`config.mk`:
```
export PLATFORM = sky130hd
export DESIGN_NAME = mem_arbiter_flat
export DESIGN_NICKNAME = d
export VERILOG_FILES = /design/src/rtl/mem_arbiter_pkg.sv /design/src/rtl/mem_arbiter_if.sv /design/src/rtl/mem_arb_id_fifo.sv /design/src/rtl/mem_arbiter.sv /design/src/flat_wrapper.sv
export SDC_FILE = /design/constraint.sdc
export NUM_CORES = 1
export LEC_CHECK = 0
export ABC_AREA = 1
export CAP_MARGIN = 10
export CORE_AREA = 5 5 357 359
export DETAILED_ROUTE_END_ITERATION = 10
export DIE_AREA = 0 0 362 364
export PLACE_DENSITY = 0.35
export SETUP_SLACK_MARGIN = 0.5
export SYNTH_ARGS = -nofsm -noshare
export SYNTH_HDL_FRONTEND = slang
export SYNTH_HIERARCHICAL = 1
export SYNTH_SLANG_ARGS = --single-unit
```
`constraint.sdc`:
```
create_clock -name clk -period 2.4 [get_ports clk]
set_input_delay 0.48 -clock clk [delete_from_list [all_inputs] [get_ports clk]]
set_output_delay 0.48 -clock clk [all_outputs]
set_load 0.05 [all_outputs]
```
`src/rtl/mem_arbiter_pkg.sv`:
```
// Shared constants for the cache-to-memory arbiter: bus widths and port identifiers.
package mem_arbiter_pkg;

  localparam int unsigned MEM_DATA_BITS = 128;
  localparam int unsigned CPU_ADDR_BITS = 32;
  localparam int unsigned MEM_ADDR_BITS = CPU_ADDR_BITS - 4;

  localparam logic [0:0] PORT_IC = 1'b0;
  localparam logic [0:0] PORT_DC = 1'b1;

  function automatic logic [0:0] next_grant(input logic [0:0] g);
    return ~g;
  endfunction

endpackage

```
`src/rtl/mem_arbiter_if.sv`:
```
// Memory request/response bundle; master issues requests, slave accepts them and returns read data.
interface mem_arbiter_if
  import mem_arbiter_pkg::*;
#(
  parameter int unsigned ADDR_BITS = MEM_ADDR_BITS,
  parameter int unsigned DATA_BITS = MEM_DATA_BITS
);

  logic                   req_valid;
  logic                   req_ready;
  logic [ADDR_BITS-1:0]   req_addr;
  logic                   req_rw;
  logic                   req_data_valid;
  logic                   req_data_ready;
  logic [DATA_BITS-1:0]   req_data_bits;
  logic [DATA_BITS/8-1:0] req_data_mask;
  logic                   resp_valid;
  logic [DATA_BITS-1:0]   resp_data;

  modport master (
    output req_valid, req_addr, req_rw, req_data_valid, req_data_bits, req_data_mask,
    input  req_ready, req_data_ready, resp_valid, resp_data
  );

  modport slave (
    input  req_valid, req_addr, req_rw, req_data_valid, req_data_bits, req_data_mask,
    output req_ready, req_data_ready, resp_valid, resp_data
  );

endinterface

```
`src/rtl/mem_arb_id_fifo.sv`:
```
// 1-bit owner FIFO recording which cache issued each outstanding read, in issue order.
module mem_arb_id_fifo
  import mem_arbiter_pkg::*;
#(
  parameter int unsigned ID_DEPTH = 4
) (
  input  logic clk,
  input  logic reset,
  input  logic push,
  input  logic din,
  input  logic pop,
  output logic full,
  output logic empty,
  output logic head
);

  localparam int unsigned PW = $clog2(ID_DEPTH);
  localparam int unsigned CW = PW + 1;

  logic [ID_DEPTH-1:0] mem_q;
  logic [PW-1:0]       wr_ptr_q, wr_ptr_d;
  logic [PW-1:0]       rd_ptr_q, rd_ptr_d;
  logic [CW-1:0]       count_q, count_d;
  logic                do_push, do_pop;

  assign full  = (count_q == CW'(ID_DEPTH));
  assign empty = (count_q == '0);
  assign head  = mem_q[rd_ptr_q];

  // A pop frees the head slot in the same cycle, so push is legal at full when popping.
  assign do_pop  = pop & ~empty;
  assign do_push = push & (~full | do_pop);

  always_comb begin
    wr_ptr_d = wr_ptr_q;
    rd_ptr_d = rd_ptr_q;
    count_d  = count_q;
    if (do_push) wr_ptr_d = wr_ptr_q + PW'(1);
    if (do_pop)  rd_ptr_d = rd_ptr_q + PW'(1);
    case ({do_push, do_pop})
      2'b10:   count_d = count_q + CW'(1);
      2'b01:   count_d = count_q - CW'(1);
      default: count_d = count_q;
    endcase
  end

  always_ff @(posedge clk) begin
    if (!reset) begin
      wr_ptr_q <= '0;
      rd_ptr_q <= '0;
      count_q  <= '0;
    end else begin
      wr_ptr_q <= wr_ptr_d;
      rd_ptr_q <= rd_ptr_d;
      count_q  <= count_d;
      if (do_push) mem_q[wr_ptr_q] <= din;
    end
  end

endmodule

```
`src/rtl/mem_arbiter.sv`:
```
// Time-sliced arbiter merging icache and dcache requests onto one memory port,
// steering in-order read responses back to the issuing cache.
module mem_arbiter
  import mem_arbiter_pkg::*;
#(
  parameter int unsigned ADDR_BITS = MEM_ADDR_BITS,
  parameter int unsigned DATA_BITS = MEM_DATA_BITS,
  parameter int unsigned ID_DEPTH  = 4
) (
  input  logic          clk,
  input  logic          reset,
  mem_arbiter_if.slave  ic_mem,
  mem_arbiter_if.slave  dc_mem,
  mem_arbiter_if.master mem,
  output logic          err_orphan_resp
);

  logic [0:0] g_q, g_d;
  logic       err_q, err_d;
  logic       slot_ok;
  logic       fifo_full, fifo_empty, fifo_head;
  logic       push, pop;

  // Readiness depends only on the grant and downstream state, never on the requester's valid.
  assign slot_ok = reset & mem.req_ready & mem.req_data_ready & ~fifo_full;

  assign ic_mem.req_ready      = slot_ok & (g_q == PORT_IC);
  assign ic_mem.req_data_ready = slot_ok & (g_q == PORT_IC);
  assign dc_mem.req_ready      = slot_ok & (g_q == PORT_DC);
  assign dc_mem.req_data_ready = slot_ok & (g_q == PORT_DC);

  always_comb begin
    mem.req_valid      = 1'b0;
    mem.req_addr       = '0;
    mem.req_rw         = 1'b0;
    mem.req_data_valid = 1'b0;
    mem.req_data_bits  = '0;
    mem.req_data_mask  = '0;
    if (reset) begin
      if (g_q == PORT_IC) begin
        mem.req_valid      = ic_mem.req_valid & slot_ok;
        mem.req_addr       = ic_mem.req_addr;
        mem.req_rw         = ic_mem.req_rw;
        mem.req_data_valid = ic_mem.req_data_valid & slot_ok;
        mem.req_data_bits  = ic_mem.req_data_bits;
        mem.req_data_mask  = ic_mem.req_data_mask;
      end else begin
        mem.req_valid      = dc_mem.req_valid & slot_ok;
        mem.req_addr       = dc_mem.req_addr;
        mem.req_rw         = dc_mem.req_rw;
        mem.req_data_valid = dc_mem.req_data_valid & slot_ok;
        mem.req_data_bits  = dc_mem.req_data_bits;
        mem.req_data_mask  = dc_mem.req_data_mask;
      end
    end
  end

  assign push = mem.req_valid & ~mem.req_rw;
  assign pop  = reset & mem.resp_valid & ~fifo_empty;

  assign ic_mem.resp_valid = pop & (fifo_head == PORT_IC);
  assign dc_mem.resp_valid = pop & (fifo_head == PORT_DC);
  assign ic_mem.resp_data  = mem.resp_data;
  assign dc_mem.resp_data  = mem.resp_data;

  assign g_d   = next_grant(g_q);
  assign err_d = err_q | (mem.resp_valid & fifo_empty);
  assign err_orphan_resp = err_q;

  always_ff @(posedge clk) begin
    if (!reset) begin
      g_q   <= PORT_IC;
      err_q <= 1'b0;
    end else begin
      g_q   <= g_d;
      err_q <= err_d;
    end
  end

  mem_arb_id_fifo #(
    .ID_DEPTH(ID_DEPTH)
  ) u_id_fifo (
    .clk  (clk),
    .reset(reset),
    .push (push),
    .din  (g_q),
    .pop  (pop),
    .full (fifo_full),
    .empty(fifo_empty),
    .head (fifo_head)
  );

endmodule

```
`src/flat_wrapper.sv`:
```
// flat-port wrapper written by rule: the top's interface ports become plain ports
module mem_arbiter_flat import mem_arbiter_pkg::*;
#(
  parameter int unsigned ADDR_BITS = MEM_ADDR_BITS,
  parameter int unsigned DATA_BITS = MEM_DATA_BITS,
  parameter int unsigned ID_DEPTH  = 4
)
  (clk, reset, err_orphan_resp, ic_mem_req_valid, ic_mem_req_addr, ic_mem_req_rw, ic_mem_req_data_valid, ic_mem_req_data_bits, ic_mem_req_data_mask, ic_mem_req_ready, ic_mem_req_data_ready, ic_mem_resp_valid, ic_mem_resp_data, dc_mem_req_valid, dc_mem_req_addr, dc_mem_req_rw, dc_mem_req_data_valid, dc_mem_req_data_bits, dc_mem_req_data_mask, dc_mem_req_ready, dc_mem_req_data_ready, dc_mem_resp_valid, dc_mem_resp_data, mem_req_valid, mem_req_addr, mem_req_rw, mem_req_data_valid, mem_req_data_bits, mem_req_data_mask, mem_req_ready, mem_req_data_ready, mem_resp_valid, mem_resp_data);
  mem_arbiter_if #(.ADDR_BITS(ADDR_BITS), .DATA_BITS(DATA_BITS)) ic_mem_i ();
  mem_arbiter_if #(.ADDR_BITS(ADDR_BITS), .DATA_BITS(DATA_BITS)) dc_mem_i ();
  mem_arbiter_if #(.ADDR_BITS(ADDR_BITS), .DATA_BITS(DATA_BITS)) mem_i ();
  input  logic clk;
  input  logic reset;
  output logic err_orphan_resp;
  input wire logic [$bits(ic_mem_i.req_valid)-1:0] ic_mem_req_valid;
  input wire logic [$bits(ic_mem_i.req_addr)-1:0] ic_mem_req_addr;
  input wire logic [$bits(ic_mem_i.req_rw)-1:0] ic_mem_req_rw;
  input wire logic [$bits(ic_mem_i.req_data_valid)-1:0] ic_mem_req_data_valid;
  input wire logic [$bits(ic_mem_i.req_data_bits)-1:0] ic_mem_req_data_bits;
  input wire logic [$bits(ic_mem_i.req_data_mask)-1:0] ic_mem_req_data_mask;
  output wire logic [$bits(ic_mem_i.req_ready)-1:0] ic_mem_req_ready;
  output wire logic [$bits(ic_mem_i.req_data_ready)-1:0] ic_mem_req_data_ready;
  output wire logic [$bits(ic_mem_i.resp_valid)-1:0] ic_mem_resp_valid;
  output wire logic [$bits(ic_mem_i.resp_data)-1:0] ic_mem_resp_data;
  input wire logic [$bits(dc_mem_i.req_valid)-1:0] dc_mem_req_valid;
  input wire logic [$bits(dc_mem_i.req_addr)-1:0] dc_mem_req_addr;
  input wire logic [$bits(dc_mem_i.req_rw)-1:0] dc_mem_req_rw;
  input wire logic [$bits(dc_mem_i.req_data_valid)-1:0] dc_mem_req_data_valid;
  input wire logic [$bits(dc_mem_i.req_data_bits)-1:0] dc_mem_req_data_bits;
  input wire logic [$bits(dc_mem_i.req_data_mask)-1:0] dc_mem_req_data_mask;
  output wire logic [$bits(dc_mem_i.req_ready)-1:0] dc_mem_req_ready;
  output wire logic [$bits(dc_mem_i.req_data_ready)-1:0] dc_mem_req_data_ready;
  output wire logic [$bits(dc_mem_i.resp_valid)-1:0] dc_mem_resp_valid;
  output wire logic [$bits(dc_mem_i.resp_data)-1:0] dc_mem_resp_data;
  output wire logic [$bits(mem_i.req_valid)-1:0] mem_req_valid;
  output wire logic [$bits(mem_i.req_addr)-1:0] mem_req_addr;
  output wire logic [$bits(mem_i.req_rw)-1:0] mem_req_rw;
  output wire logic [$bits(mem_i.req_data_valid)-1:0] mem_req_data_valid;
  output wire logic [$bits(mem_i.req_data_bits)-1:0] mem_req_data_bits;
  output wire logic [$bits(mem_i.req_data_mask)-1:0] mem_req_data_mask;
  input wire logic [$bits(mem_i.req_ready)-1:0] mem_req_ready;
  input wire logic [$bits(mem_i.req_data_ready)-1:0] mem_req_data_ready;
  input wire logic [$bits(mem_i.resp_valid)-1:0] mem_resp_valid;
  input wire logic [$bits(mem_i.resp_data)-1:0] mem_resp_data;
  assign ic_mem_i.req_valid = ic_mem_req_valid;
  assign ic_mem_i.req_addr = ic_mem_req_addr;
  assign ic_mem_i.req_rw = ic_mem_req_rw;
  assign ic_mem_i.req_data_valid = ic_mem_req_data_valid;
  assign ic_mem_i.req_data_bits = ic_mem_req_data_bits;
  assign ic_mem_i.req_data_mask = ic_mem_req_data_mask;
  assign ic_mem_req_ready = ic_mem_i.req_ready;
  assign ic_mem_req_data_ready = ic_mem_i.req_data_ready;
  assign ic_mem_resp_valid = ic_mem_i.resp_valid;
  assign ic_mem_resp_data = ic_mem_i.resp_data;
  assign dc_mem_i.req_valid = dc_mem_req_valid;
  assign dc_mem_i.req_addr = dc_mem_req_addr;
  assign dc_mem_i.req_rw = dc_mem_req_rw;
  assign dc_mem_i.req_data_valid = dc_mem_req_data_valid;
  assign dc_mem_i.req_data_bits = dc_mem_req_data_bits;
  assign dc_mem_i.req_data_mask = dc_mem_req_data_mask;
  assign dc_mem_req_ready = dc_mem_i.req_ready;
  assign dc_mem_req_data_ready = dc_mem_i.req_data_ready;
  assign dc_mem_resp_valid = dc_mem_i.resp_valid;
  assign dc_mem_resp_data = dc_mem_i.resp_data;
  assign mem_req_valid = mem_i.req_valid;
  assign mem_req_addr = mem_i.req_addr;
  assign mem_req_rw = mem_i.req_rw;
  assign mem_req_data_valid = mem_i.req_data_valid;
  assign mem_req_data_bits = mem_i.req_data_bits;
  assign mem_req_data_mask = mem_i.req_data_mask;
  assign mem_i.req_ready = mem_req_ready;
  assign mem_i.req_data_ready = mem_req_data_ready;
  assign mem_i.resp_valid = mem_resp_valid;
  assign mem_i.resp_data = mem_resp_data;
  mem_arbiter #(.ADDR_BITS(ADDR_BITS), .DATA_BITS(DATA_BITS), .ID_DEPTH(ID_DEPTH)) u_core (.clk(clk), .reset(reset), .ic_mem(ic_mem_i), .dc_mem(dc_mem_i), .mem(mem_i), .err_orphan_resp(err_orphan_resp));
endmodule
```
---- After elaboration in Yosys (flattened, before gate mapping) ----
Index checks and enable logic that the tools add are counted.
word-level totals
  output and inout port bits .............. 438
  flip-flop bits (word level) ............. 13
cells by class
  reductions and logical operators ........ 4
  $lt $le $gt $ge ......................... 3
  multiplexer cells ....................... 18
  bitwise gates (word level) .............. 24
  eq/ne operators ......................... 3
  add/sub/neg operators ................... 4
operator list
  kind                                                                                 number
  128-bit 2-to-1 mux                                                                   2
  28-bit 2-to-1 mux                                                                    2
  16-bit 2-to-1 mux                                                                    2
  1-bit bitwise AND                                                                    17
  1-bit 2-to-1 mux                                                                     8
  2-bit by 3-bit less-than comparator with 1-bit output, second input constant         2
  3-bit case mux with 2 select lines                                                   1
  1-bit inverter                                                                       5
  2-bit by 1-bit adder with 2-bit output, second input constant                        2
  4-bit bitwise mux                                                                    1
  3-bit by 1-bit adder with 3-bit output, second input constant                        1
  3-bit == test, second input constant                                                 1
  3-bit zero test                                                                      1
  3-bit by 1-bit subtractor with 3-bit output, second input constant                   1
  1-bit binary-select mux with 2-bit select                                            1
  1-bit demux with 2-bit select                                                        1
  2-bit by 1-bit == test with 1-bit output, second input constant                      1
  2-bit == test, second input constant                                                 1
  2-bit by 1-bit greater-or-equal comparator with 1-bit output, second input constant  1
  1-bit OR                                                                             2
  2-bit AND reduction                                                                  1
  2-bit nonzero test                                                                   1
  1-bit logical AND                                                                    1

---- Longest topological paths before layout ----
Gate-level depths: netlist of the first run.
  word-level depth ........................ 10
  gate-level depth with buffers ........... 19

---- Hierarchy ----
The synthesis of the first run kept the hierarchy.
by module, submodules not included
  module           area an instance (sq um)  cells each  times used
  mem_arbiter      4675.7                    866         1
  mem_arb_id_fifo  616.8                     81          1

---- Worst setup path before layout of the first run ----
OpenSTA, ideal clock, no wires.
  path kind ............................... register to register
  from .................................... register u_core.g_q
  to ...................................... register u_core.u_id_fifo.count_q[2]
  clock period less this slack ............ 2.824 ns
  data arrival time ....................... 2.711 ns
  data required time ...................... 2.287 ns
  slack ................................... -0.424 ns
  stages on the path, launching flop included .. 18
  path through ............................ dfxtp_1 > buf_6 > buf_6 > buf_6 > nand2_1 > nand2_1 > nor2_1 > nor2_1 > nand2_1 > ha_1 > inv_1 > fa_1 > inv_1 > nand2_1 > nand3_1 > nand2_1 > nand2_1 > nor2_1
on the way
  cells in the longest elaborated chain, start to end .. 7
ends and longest elaborated chain
  what                                                                       RTL line               source
  start: declaration                                                         mem_arbiter.sv:18      logic [0:0] g_q, g_d;
  start signal: assignment                                                   mem_arbiter.sv:75      g_q <= g_d;
  1-bit 2-to-1 mux *                                                         mem_arbiter.sv:40      if (g_q == PORT_IC) begin
  1-bit 2-to-1 mux *                                                         mem_arbiter.sv:39      if (reset) begin
  net mem_req_rw                                                             flat_wrapper.sv:37     output wire logic [$bits(mem_i.req_rw)-1:0] mem_req_rw;
  1-bit inverter *                                                           mem_arbiter.sv:58      assign push = mem.req_valid & ~mem.req_rw;
  1-bit bitwise AND *                                                        mem_arbiter.sv:58
  net u_core.push                                                            mem_arbiter.sv:22      logic push, pop;
  1-bit bitwise AND *                                                        mem_arb_id_fifo.sv:32  assign do_push = push & (~full | do_pop);
  2-bit by 1-bit == test with 1-bit output or 2-bit == test (tied branches)  mem_arb_id_fifo.sv:40  case ({do_push, do_pop})
  3-bit case mux with 2 select lines or 2-bit nonzero test (tied branches)   --
  end signal: assignment                                                     mem_arb_id_fifo.sv:55  count_q <= count_d;
  end: declaration                                                           mem_arb_id_fifo.sv:23  logic [CW-1:0] count_q, count_d;
Mark *: on every way through the listed nets, which the timed path passes. The rest lies on a longest branch.
A chain may end at the register's enable or synchronous reset.

---- Worst setup path in the final report of the first run ----
  from .................................... register u_core.g_q
  to ...................................... output port mem_req_data_bits[60]
on the way
  cells in the longest elaborated chain, start to end .. 2
ends and longest elaborated chain
  what                RTL line            source
  128-bit 2-to-1 mux  mem_arbiter.sv:40
  128-bit 2-to-1 mux  mem_arbiter.sv:39
  end: declaration    flat_wrapper.sv:39  output wire logic [$bits(mem_i.req_data_bits)-1:0] mem_req_data_bits;
Every way passes these cells.

==> metrics, run 1 <==
row cnt roughly 130; area growth from synthesis to layout 181.8%; Avg Inst Size Synth 5.589 sq um; Initial Util between 4 and 5%; final instance area 14910 sq um; CTS Buf Count 3; commonest non-fill, non-tap cell in the layout clkdlybuf4s50_1; NetSw about 2100 uW; Crit. End Element output port; CP Max Fanout 21; clock slew at reported path FFs 50 ps; sequential fraction of the synthesis area about 5.7%; die area about 130000 sq um; Placed Area 13950 sq um; drt drc 0; drt initial violations ~220; ys flop type dfxtp_1; Least-Margin Pin Slew about 600 ps; unrepaired setup endpoints after global routing yes; Wirelength per Cell approximately 22 microns; Tcrit/Tclk final between 90 and 100%; Max Slew Vio Count 0; Power Dens Cells around 290 nW/um^2; max_slew headroom 59.78%; sequential cell area between 300 and 400 sq um; Die Y approximately 360 microns; setup tns final 0 ps; share of cells above drive strength 1 44.32%; Synth area leaders buf_4, nor2_1, o21ai_0, buf_6, dfxtp_1; Post-synth EDFFs 4; FILL cells roughly 14000; Worst IR Drop VDD roughly 270 uV; CP cell instances buf_12 -> bufbuf_16 -> o21ai_0 -> nor2_4 -> buf_12; CP Data Arrival Time ~1800 ps; nets@finish around 1700; fin util 12.08%; cell count after synthesis 947; CP Launch Type register; warnings from Yosys 6; Comb power frac between 80 and 90%; Synth Cell Area between 5000 and 6000 sq um; Overflow after GRT 0; Routability Congestion approximately 0.75; register share of total power between 5 and 6%; worst clock skew 5.660 ps; CP Class register to output port; area of the multi-input gates between 4000 and 5000 sq um; crit-path max cell delay between 300 and 400 ps; most repeated library cell on the critical path buf_12; WHS slightly below 500 ps; Clock Power Share around 7.4%; post-synth top area share around 37%; Post-synth ARST share 0%; clock insertion delay at the later pin of the skew report approximately 240 ps; largest area contributor in the netlist buf_4; required time of the critical path approximately 1900 ps; Longest Clk Path Bufs 2; clock root cell clkbuf_16; Final Hold Vio Count 0; Sw Share about half; maxcap violations 0; Post-Route WL roughly 64000 microns; initial antenna violation count 9; vias 7075; CTS Sinks 13; Buffers on Ports 536; syn nets between 1000 and 1500; status finished, final reports clean; Int Pwr between 2000 and 2500 uW; Pre-antenna DRT Iters 4; HPWL Detailed 57070 microns; die width ~360 microns; largest net degree at the start of global routing 60; Pleak 0.005091 uW; H-tree levels 1; Setup WS pre-CTS -94.80 ps; flops & latches, synth 13; Distinct cells, synth 23; Worst path slowest cell dfxtp_4; core box area between 100000 and 150000 sq um; first-pass GRT wire length a little under 80000 microns; min cycle time layout approximately 2200 ps; vias per std cell ~2.5; final setup vio count 0; DRT antenna net count 0; CTS tree done; commonest cells after routing, fill and taps aside clkdlybuf4s50_1, buf_12, nor2_4, o21ai_0, nor2_1; worst min path class register to register; gr usage total a little under a tenth; vias in the first global route between 7000 and 8000; Top Ports 921; Fmax around 450 MHz; worst setup margin approximately 160 ps
worst max-delay path, delay by kind of cell (launching register included):
kind / cells / cell delay, ps
flops: 1 / 390
compound gates: 1 / 330
buf+inv: 3 / 650
simple gates: 1 / 70
cells in the mapped netlist (4+ instances only):
library cell,count
nor2_1,354
edfxtp_1,4
nand3_1,7
clkbuf_1,33
o21ai_0,175
inv_1,26
a21oi_1,8
nand2_1,25
buf_4,258
nor2_2,11
dfxtp_1,9
ha_1,5
buf_2,5
buf_6,17
cells by family after synthesis:
logic type	count (synthesis)	share of synthesized area, %
AO/OA/AOI/OAI	184	17.42
adder cells (fa/ha/maj)	6	1.560
buffers and inverters	343	45.98
flip-flops	13	5.674
AND/OR/NAND/NOR	401	29.36
routing by layer:
| metal | track usage [%] | share of wire [%] |
|---|---|---|
| met2 | 14.30 | 45 |
| met1 | 10.40 | 38 |
| met4 | 1.022 | 1.5 |
| met3 | 5.865 | 15 |
| met5 | 2.353 | 0.70 |
power by group through the flow:
stage | combinational, uW | sequential [uW] | clock, uW
finish | 3780 | 240 | 320
global route | 3980 | 241 | 342
CTS | 3810 | 241 | 329
detailed placement | 3650 | 248 | 0
global placement | 3640 | 248 | 0
floorplan | 2670 | 246 | 0
state kept, by name, indices dropped and copies added (netlist names):
register,flops
u_core/u_id_fifo/wr_ptr_q,2
u_core/g_q,1
u_core/u_id_fifo/count_q,3
u_core/u_id_fifo/mem_q,4
u_core/err_orphan_resp,1
u_core/u_id_fifo/rd_ptr_q,2
area by class of cell:
type / count / area share, %
timing repair buffer: 606 / 54.56
multi-input combinational: 591 / 28.34
tap: 1637 / 13.73
sequential: 13 / 2.081
inverter: 27 / 0.7299
clock buffer: 4 / 0.5285
antenna: 2 / 0.03356
path summary, 6_finish.rpt:
check / to / depth (start not counted) / start / slack [ps]
min: u_core/u_id_fifo/rd_ptr_q[1]$_SDFFE_PN0P_ / 2 / u_core/u_id_fifo/rd_ptr_q[1]$_SDFFE_PN0P_ / 480
max reg2reg: u_core/u_id_fifo/count_q[2]$_SDFFE_PN0P_ / 17 / u_core/g_q$_SDFF_PN0_ / 290
max: mem_req_data_bits[60] / 5 / u_core/g_q$_SDFF_PN0_ / 160
min reg2reg: u_core/u_id_fifo/rd_ptr_q[1]$_SDFFE_PN0P_ / 2 / u_core/u_id_fifo/rd_ptr_q[1]$_SDFFE_PN0P_ / 480
through the flow:
stage                     std cells  power [uW]
after global placement         2850        3890
final                          2880        4337
after detailed placement       2850        3896
after floorplan                 947        2917
after CTS                      2871        4378
after global routing           2879        4566
repair_timing:
action	4_1_cts	5_1_grt
setup buffers	12	4
gates cloned	5	3
resized for setup	63	145
hold buffers	0	0
endpoints found under the setup margin	189	189
pin swaps	16	14
Power figures use the tool's default switching activity.
==> run 2: changes to the inputs <==
--- a/config.mk
+++ b/config.mk
@@ -6,11 +6,12 @@
 export NUM_CORES = 1
 export LEC_CHECK = 0
 export ABC_AREA = 1
-export CAP_MARGIN = 10
+export CAP_MARGIN = 15
 export CORE_AREA = 5 5 357 359
 export DETAILED_ROUTE_END_ITERATION = 10
 export DIE_AREA = 0 0 362 364
 export PLACE_DENSITY = 0.35
+export REMOVE_ABC_BUFFERS = 1
 export SETUP_SLACK_MARGIN = 0.5
 export SYNTH_ARGS = -nofsm -noshare
 export SYNTH_HDL_FRONTEND = slang
==> run 2 against run 1 <==
Effect of this change:
- critical path depth up 2
- via count up 15%
- wire length up 91%
- maximum frequency up 1.5%
- largest cell class unchanged
- global-route usage up 8.1 points
- critical endpoint is now mem_req_data_bits[65]
- clock skew down 3.1 ps
- critical path type unchanged
- worst hold slack better by 3.1 ps
- clock power about the same
==> metrics, run 2 (same netlist as run 1, synthesis figures left out) <==
Longest Clk Path Bufs 2; core box area approximately 120000 sq um; Total Power 4469 uW; R2R Setup Slk approximately 310 ps; CTS tree done; Worst IR Drop VDD 220.9 uV; Placed Area 12580 sq um; worst r2r path cells 17; CP Launch Type register; met2 routed WL about 55000 microns; CTS Sinks 13; commonest non-fill, non-tap cell in the layout clkdlybuf4s50_1; setup tns final 0 ps; area of the multi-input gates approximately 3500 sq um; die width 362 microns; crit-path max cell delay approximately 340 ps; required time of the critical path between 1500 and 2000 ps; Pleak around 0.0052 uW; Pre-antenna DRT Iters 4; CP Data Arrival Time 1720 ps; Post-Route WL 122400 microns; Max Slew Vio Count 0; Final Hold Vio Count 0; drt drc 0; worst clock skew between 2 and 3 ps; worst min path class register to register; sequential cell area ~310 sq um; Routability Congestion ~0.8; vias 8163; die area roughly 130000 sq um; final instance area 14780 sq um; hold_buf cts 0; CP Max Fanout 13; Wirelength per Cell around 42 microns; final setup vio count 0; initial antenna violation count 4; Top reg by flops u_core/u_id_fifo/mem_q; H-tree levels 1; CTS Buf Count 3; area growth from synthesis to layout 179.3%; maxcap violations 0; reg2reg start u_core/g_q$_SDFF_PN0_; Initial Util 4.286%; vias in the first global route a little over 8000; vias per std cell ~2.8; Least-Margin Pin Slew 395.4 ps; HPWL Detailed 103100 microns; FILL cells about 14000; largest net degree at the start of global routing 77; first-pass GRT wire length roughly 140000 microns; status finished, final reports clean; commonest cells after routing, fill and taps aside clkdlybuf4s50_1, buf_12, o21ai_0, nor2_1, nor2_2; Overflow after GRT 0; CP Class register to output port; CP cell instances buf_12 -> clkinv_16 -> buf_16 -> buf_16 -> nor2_1 -> nor2_2 -> buf_12; nets@finish about 1700; min cycle time layout about 2200 ps; clock insertion delay at the later pin of the skew report ~240 ps; routed wl met3 26120 microns; R2R Path End u_core/u_id_fifo/count_q[2]$_SDFFE_PN0P_; Tcrit/Tclk final around 92%; max_slew headroom roughly three quarters; WL met1 about 37000 microns; Buffers on Ports between 500 and 600; largest registers u_core/u_id_fifo/mem_q: 4 flops, u_core/u_id_fifo/count_q: 3 flops; clock slew at reported path FFs approximately 50 ps; DR top layer met5; gr usage total 17.15%; drt initial violations 399; worst hold stages 2; Crit. End Element output port; unrepaired setup endpoints after global routing yes; clock root cell clkbuf_16; hold_sp u_core/err_orphan_resp$_SDFF_PN0_; Die Y roughly 360 microns; Worst path slowest cell dfxtp_4; max reg flops 4; Top Ports ~920; Hold Path End u_core/err_orphan_resp$_SDFF_PN0_; Power Dens Cells 302.3 nW/um^2; share of cells above drive strength 1 about two fifths; Fmax 453.6 MHz; DRT antenna net count 0; row cnt ~130
-- run 2: changes by cell type in the layout (fill, tap and decap cells not counted), moves of 10 or more --
cell	delta
nor2_4	-119
nor2_2	+72
nor2_1	+47
o21ai_0	+27
o21ai_1	-26
clkbuf_16	+11
buf_16	+10
-- run 2: final cells by class --
| class | count | area share (%) |
|---|---|---|
| antenna | 2 | 0.03386 |
| clock buffer | 4 | 0.5333 |
| inverter | 27 | 0.8804 |
| multi-input combinational | 591 | 23.72 |
| sequential | 13 | 2.066 |
| tap | 1637 | 13.86 |
| timing repair buffer | 623 | 58.91 |
-- run 2: critical path: cells and delay by family (launching register included) --
kind / cells / cell delay [ps]
buf+inv: 5 / 800
flops: 1 / 340
simple gates: 2 / 250
-- run 2: metrics by stage --
stage / instances / hold WS [ps] / utilization [%] / setup WS (ps)
after floorplan: 631 / 456.5 / - / -3208
after global placement: 2844 / 478.8 / 10.19 / -140.2
after detailed placement: 2844 / 485.1 / 10.19 / -102.4
after CTS: 2871 / 491.7 / 11.00 / 144.7
after global routing: 2895 / 514.3 / 11.97 / 151.3
final: 2897 / 487.0 / 11.97 / 195.6
-- run 2: what timing repair did --
item / CTS / global route
endpoints found under the setup margin: 188 / 188
gates resized for setup: 132 / 239
buffers inserted: 9 / 6
pin swaps: 23 / 53
gates cloned: 14 / 18
-- run 2: report_power, final --
group | leakage, uW | internal (uW) | switching (uW)
logic | 0.00507 | 1820 | 2100
registers | 0.000111 | 232 | 5.14
clock network | 0.0000382 | 224 | 93.7
total | 0.00522 | 2270 | 2190
-- run 2: worst max path at each step --
| stage | startpoint | end | slack (ps) | cells after the start |
|---|---|---|---|---|
| global placement | dc_mem_req_rw | u_core/u_id_fifo/count_q[2]$_SDFFE_PN0P_ | -140 | 17 |
| finish | u_core/g_q$_SDFF_PN0_ | mem_req_data_bits[65] | 200 | 7 |
| floorplan | u_core/g_q$_SDFF_PN0_ | dc_mem_req_data_ready | -3210 | 2 |
| detailed placement | dc_mem_req_rw | u_core/u_id_fifo/count_q[2]$_SDFFE_PN0P_ | -100 | 17 |
| global route | u_core/g_q$_SDFF_PN0_ | mem_req_data_bits[87] | 150 | 8 |
| CTS | dc_mem_req_valid | u_core/u_id_fifo/count_q[1]$_SDFFE_PN0P_ | 140 | 10 |
-- run 2: layer usage --
| layer | vias up | track usage, % |
|---|---|---|
| met5 | - | 11.12 |
| met4 | 26 | 1.819 |
| met3 | 77 | 17.51 |
| met2 | 1165 | 27.06 |
| met1 | 3543 | 15.43 |
| li1 | 3352 | - |
